File: config.mk
export PLATFORM = sky130hd
export DESIGN_NAME = reg_bank_write_arbiter
export DESIGN_NICKNAME = d
export VERILOG_FILES = /design/src/rtl/reg_bank_write_arbiter_pkg.sv /design/src/rtl/reg_bank_write_arbiter_rr_pick.sv /design/src/rtl/reg_bank_write_arbiter.sv
export SDC_FILE = /design/constraint.sdc
export NUM_CORES = 1
export LEC_CHECK = 0
export CAP_MARGIN = 20
export CORE_MARGIN = 3
export CORE_UTILIZATION = 42
export DETAILED_ROUTE_END_ITERATION = 12
export GPL_TIMING_DRIVEN = 0
export HOLD_SLACK_MARGIN = 0.1
export PLACE_DENSITY = 0.76
export REMOVE_ABC_BUFFERS = 1
export SLEW_MARGIN = 20
export SYNTH_ARGS = -nofsm -noshare
export SYNTH_HDL_FRONTEND = slang
export SYNTH_SLANG_ARGS = --single-unit
File: constraint.sdc
create_clock -name clk -period 2.14 [get_ports clk]
set_input_delay 0.535 -clock clk [delete_from_list [all_inputs] [get_ports clk]]
set_output_delay 0.535 -clock clk [all_outputs]
set_load 0.02 [all_outputs]
File: src/rtl/reg_bank_write_arbiter_pkg.sv
// Shared types and default constants for the round-robin register-bank write arbiter.
package reg_bank_write_arbiter_pkg;

  typedef enum logic {
    ST_IDLE  = 1'b0,
    ST_WRITE = 1'b1
  } state_e;

  localparam int DEF_DATA_W = 8;
  localparam int DEF_ADDR_W = 2;
  localparam logic [DEF_DATA_W-1:0] DEF_RESET_VAL = 8'h00;

endpackage : reg_bank_write_arbiter_pkg

File: src/rtl/reg_bank_write_arbiter_rr_pick.sv
// Combinational round-robin picker: first set request at or above the pointer, wrapping.
module reg_bank_write_arbiter_rr_pick #(
  parameter int NUM_REQ = 3,
  parameter int IDX_W   = $clog2(NUM_REQ)
) (
  input  logic [NUM_REQ-1:0] req_i,
  input  logic [IDX_W-1:0]   ptr_i,
  output logic [IDX_W-1:0]   winner_o,
  output logic               valid_o
);

  // NOTE: every variable written here gets a default first, so no latch is inferred.
  always_comb begin
    int idx;
    valid_o  = 1'b0;
    winner_o = '0;
    // Walk offsets downward so the smallest offset from the pointer is assigned last.
    for (int i = NUM_REQ - 1; i >= 0; i--) begin
      idx = (int'(ptr_i) + i) % NUM_REQ;
      if (req_i[idx]) begin
        valid_o  = 1'b1;
        winner_o = IDX_W'(idx);
      end
    end
  end

endmodule : reg_bank_write_arbiter_rr_pick

File: src/rtl/reg_bank_write_arbiter.sv
// Register bank shared by NUM_REQ writers; one write per IDLE/WRITE pair, round-robin order.
module reg_bank_write_arbiter
  import reg_bank_write_arbiter_pkg::*;
#(
  parameter int NUM_REQ  = 3,
  parameter int NUM_REGS = 3,
  parameter int DATA_W   = DEF_DATA_W,
  parameter int ADDR_W   = DEF_ADDR_W,
  parameter logic [DATA_W-1:0] RESET_VAL = DEF_RESET_VAL
) (
  input  logic                       clk,
  input  logic                       rst_n,
  input  logic [NUM_REQ-1:0]         req,
  input  logic [NUM_REQ*ADDR_W-1:0]  req_addr,
  input  logic [NUM_REQ*DATA_W-1:0]  req_data,
  output logic [NUM_REQ-1:0]         gnt,
  output logic                       err,
  output logic                       busy,
  output logic [NUM_REGS*DATA_W-1:0] q
);

  localparam int IDX_W = $clog2(NUM_REQ);

  state_e             state_q, state_d;
  logic [IDX_W-1:0]   ptr_q, ptr_d;
  logic [IDX_W-1:0]   win_q, win_d;
  logic [ADDR_W-1:0]  addr_q, addr_d;
  logic [DATA_W-1:0]  data_q, data_d;
  logic [NUM_REQ-1:0] gnt_q, gnt_d;
  logic               err_q, err_d;
  logic               busy_q, busy_d;
  logic [DATA_W-1:0]  bank_q [NUM_REGS];
  logic [DATA_W-1:0]  bank_d [NUM_REGS];

  logic [IDX_W-1:0]   pick_win;
  logic               pick_valid;

  reg_bank_write_arbiter_rr_pick #(
    .NUM_REQ (NUM_REQ),
    .IDX_W   (IDX_W)
  ) u_rr_pick (
    .req_i    (req),
    .ptr_i    (ptr_q),
    .winner_o (pick_win),
    .valid_o  (pick_valid)
  );

  always_comb begin
    state_d = state_q;
    ptr_d   = ptr_q;
    win_d   = win_q;
    addr_d  = addr_q;
    data_d  = data_q;
    gnt_d   = '0;
    err_d   = 1'b0;
    busy_d  = 1'b0;
    bank_d  = bank_q;

    unique case (state_q)
      ST_IDLE: begin
        if (pick_valid) begin
          state_d = ST_WRITE;
          win_d   = pick_win;
          addr_d  = req_addr[int'(pick_win)*ADDR_W +: ADDR_W];
          data_d  = req_data[int'(pick_win)*DATA_W +: DATA_W];
          // Outputs are registered, so they are loaded here to show during WRITE.
          gnt_d   = NUM_REQ'(1) << pick_win;
          err_d   = (int'(addr_d) >= NUM_REGS);
          busy_d  = 1'b1;
        end
      end
      ST_WRITE: begin
        state_d = ST_IDLE;
        ptr_d   = (int'(win_q) == NUM_REQ - 1) ? '0 : win_q + 1'b1;
        for (int k = 0; k < NUM_REGS; k++) begin
          if (int'(addr_q) == k) bank_d[k] = data_q;
        end
      end
      default: state_d = ST_IDLE;
    endcase
  end

  // NOTE: sequential state uses non-blocking assignments so all registers update together.
  always_ff @(posedge clk) begin
    if (!rst_n) begin
      state_q <= ST_IDLE;
      ptr_q   <= '0;
      win_q   <= '0;
      addr_q  <= '0;
      data_q  <= '0;
      gnt_q   <= '0;
      err_q   <= 1'b0;
      busy_q  <= 1'b0;
      // NOTE: the bank is architecturally visible, so each entry is reset explicitly.
      for (int k = 0; k < NUM_REGS; k++) bank_q[k] <= RESET_VAL;
    end else begin
      state_q <= state_d;
      ptr_q   <= ptr_d;
      win_q   <= win_d;
      addr_q  <= addr_d;
      data_q  <= data_d;
      gnt_q   <= gnt_d;
      err_q   <= err_d;
      busy_q  <= busy_d;
      bank_q  <= bank_d;
    end
  end

  always_comb begin
    for (int k = 0; k < NUM_REGS; k++) q[k*DATA_W +: DATA_W] = bank_q[k];
  end

  assign gnt  = gnt_q;
  assign err  = err_q;
  assign busy = busy_q;

endmodule : reg_bank_write_arbiter

==> impl_metrics.tcl <==
set metrics [dict create \
    fin_setup_tns_ns 0 \
    reg2reg_depth 10 \
    post_dp_cell_area_sq_mm 0.00267 \
    synth_top_area_share_pct 42.0 \
    worstPathArrival_ns 2.30 \
    grt_first_pass_wirelength_um 8690 \
    period_share_pct 99.0 \
    ctsHoldBuffers 0 \
    crit_type "register to register" \
    skew_ns 0.00588 \
    max_freq_mhz 472 \
    fp.dieH_um 75.9 \
    synthArstFlopShare_pct 0 \
    die_area_sq_mm 0.00575 \
    worstMarginPinSlew_ns 0.992 \
    startpoint_type "register" \
    peakVddDrop_mv 0.312 \
    required_ns 2.33 \
    crit_top_cell "buf_4" \
    drt.antenna.violating_nets 0 \
    tritoncts "done" \
    hold_ws_ns 0.500 \
    finalSetupViolCount 0 \
    seq_area_frac_synth_pct 42.0 \
    leakagePower_nw 1.26 \
    holdPathStages 2 \
    n_antenna_cell 0 \
    ys.flop_type "dfxtp_1" \
    ys_top_cells_by_area "dfxtp_1 42%, mux2i_1 14%, nor2_1 7.3%, o31ai_2 4.9%, a211oi_1 3.3%" \
    synth_area_sq_mm 0.00205 \
    slowest_delay_ns 0.37 \
    drt_wl_total_um 5640 \
    core_sq_mm 0.00453 \
    layout-area-overhead-vs-synth_pct 50.6 \
    cap_violations 0 \
    yosys_warnings 0 \
    grt_pass1_vias 1732 \
    antenna_found_initial 0 \
    syn_avg_cell_area_sq_um 9.32 \
    synthCells 220 \
    cts_buffers 5 \
    hpwl_um 3500 \
    slowest_stage "dfxtp_4" \
    rsz0062_at_grt "yes" \
    clkLatencyLatePin_ns 0.30 \
    hold_viol 0 \
    min_path_type "register to register" \
    place_inst 333 \
    power_density_mw_per_mm2 711 \
    fin_crit_ns 2.12 \
    total_power_mw 2.20 \
    r2r_slack_ns 0.02 \
    wire_per_inst_um 15.7 \
    clk_path_buf_depth 2 \
    clk_pin_slew_ns 0.08 \
    track_usage_pct 20.2 \
    ys_types 40 \
    endpoint_kind "register" \
    status "finished, final reports clean" \
    final_common_cell "clkdlybuf4s50_1" \
    layout_common_cells "59 x clkdlybuf4s50_1, 41 x dfxtp_1, 39 x nor2_1, 27 x mux2i_1, 15 x buf_4" \
    final_area_sq_mm 0.00309 \
    startpoint "ptr_q[1]$_SDFFE_PN0P_" \
    drt_pass1_iterations 4 \
    layout.nets 332 \
    initial_core_util_pct 45.2 \
    r2r_start "ptr_q[1]$_SDFFE_PN0P_" \
    layout-drive-gt1-share_pct 22.0 \
    slew_viol_final 0 \
    crit_path_max_fanout 7 \
    fp-row-count 24 \
    synth_edf_count 0 \
    grt_start_max_net_pins 29 \
    initialDrtViolationCount 76 \
    vias 1868 \
    port_buffers 63 \
    place.gp.congestion 0.839 \
    die_x_um 75.9 \
    globalRoute.totalOverflow 0 \
    clock-sinks 43 \
    relSlewSlack_pct 33.5 \
    cts_root_buffer "clkbuf_8" \
    final_cells 360 \
    worstReg2RegEnd "data_q[3]$_SDFFE_PN0P_" \
    cts.htree.levels 2 \
    avgViaCountPerCell 5.19 \
    min_from "q[5]$_SDFFE_PN0P_" \
    ios 64 \
    hold_end "q[5]$_SDFFE_PN0P_" \
    drc_errors 0 \
    cp_cell_sequence "inv_2 -> ha_4 -> mux2i_4 -> o22ai_4 -> buf_4 -> nand2_1 -> o21ai_4 -> buf_4 -> a211oi_1 -> o31ai_2" \
    synth-seq-cells 43 \
    synth_area_leader_cell "dfxtp_1" \
]
==> power by group <==
| group | switching, mW | total, mW | leakage (nW) | internal (mW) |
|---|---|---|---|---|
| logic | 0.376 | 0.767 | 0.868 | 0.392 |
| registers | 0.0627 | 0.933 | 0.351 | 0.871 |
| clock network | 0.267 | 0.495 | 0.0412 | 0.228 |
| total | 0.706 | 2.20 | 1.26 | 1.49 |
==> cell usage after synthesis, drive strengths merged (2+ instances only) <==
master,instances
buf,9
nor2,40
a21oi,6
o31ai,11
clkbuf,6
nand2b,2
nand3b,3
o22ai,2
dfxtp,43
o21ai,4
nor3,5
nand3,13
a211oi,9
mux2i,28
nor2b,4
ha,3
inv,5
nand2,5
a21boi,9
==> per-stage QoR <==
step / worst slack [ns] / util, %
after floorplan: -0.604 / -
after global placement: -1.39 / 58.9
after detailed placement: -1.39 / 58.9
after CTS: 0.00948 / 65.6
after global routing: -0.0568 / 68.1
final: 0.0216 / 68.1
==> kinds of logic (layout without fill, tap and decap cells) <==
kind of cell	after synthesis	after routing	synth area share (%)
AND/OR/NAND/NOR	77	78	17.8
buffers and inverters	21	95	5.49
AO/OA/AOI/OAI	47	47	18.5
multiplexers	29	29	14.4
flip-flops	43	43	42.0
adder cells (fa/ha/maj)	3	3	1.83
==> worst max-delay path: cells and delay by family (launching register included) <==
kind,cells,cell delay (ns)
buffers and inverters,3,0.39
AO/OA/AOI/OAI,4,0.65
multiplexers,1,0.28
adder cells (fa/ha/maj),1,0.19
AND/OR/NAND/NOR,1,0.13
flip-flops,1,0.37
==> what timing repair did <==
item / CTS / global route
gates cloned: 1 / 0
resized for setup: 29 / 17
endpoints found under the setup margin: 43 / 13
setup buffers: 12 / 6
pin swaps: 7 / 8
==> state kept, by name, summed over array words and instances, names as in the netlist <==
signal and cells:
state_q 1, win_q 2, ptr_q 2, addr_q 2, gnt 3, err 1
q 24, data_q 8
==> worst max path at each step <==
stage,endpoint,depth (start not counted)
2_1_floorplan,win_q[0]$_SDFFE_PN0P_,8
3_3_place_gp,win_q[0]$_SDFFE_PN0P_,7
3_5_place_dp,win_q[0]$_SDFFE_PN0P_,7
4_1_cts,data_q[2]$_SDFFE_PN0P_,9
5_1_grt,data_q[3]$_SDFFE_PN0P_,10
6_report,data_q[3]$_SDFFE_PN0P_,10
==> final cells by class <==
class / instances / area, sq um
Timing Repair Buffer: 81 / 793
Tap cell: 65 / 81.3
Fill cell: 354 / 1450
Inverter: 6 / 30.0
Multi-Input combinational cell: 157 / 1230
Clock buffer: 6 / 72.6
Sequential cell: 43 / 868
Clock inverter: 2 / 12.5
==> routing by layer <==
layer	wire [um]	vias up	share of wire [%]	GRT usage, %
li1	-	932	-	-
met1	2550	874	45	27.7
met2	2680	55	47	32.0
met3	343	7	6.1	4.22
met4	68	0	1.2	5.83
met5	0	-	0	0
No activity file was read; power rests on OpenSTA's default activity.
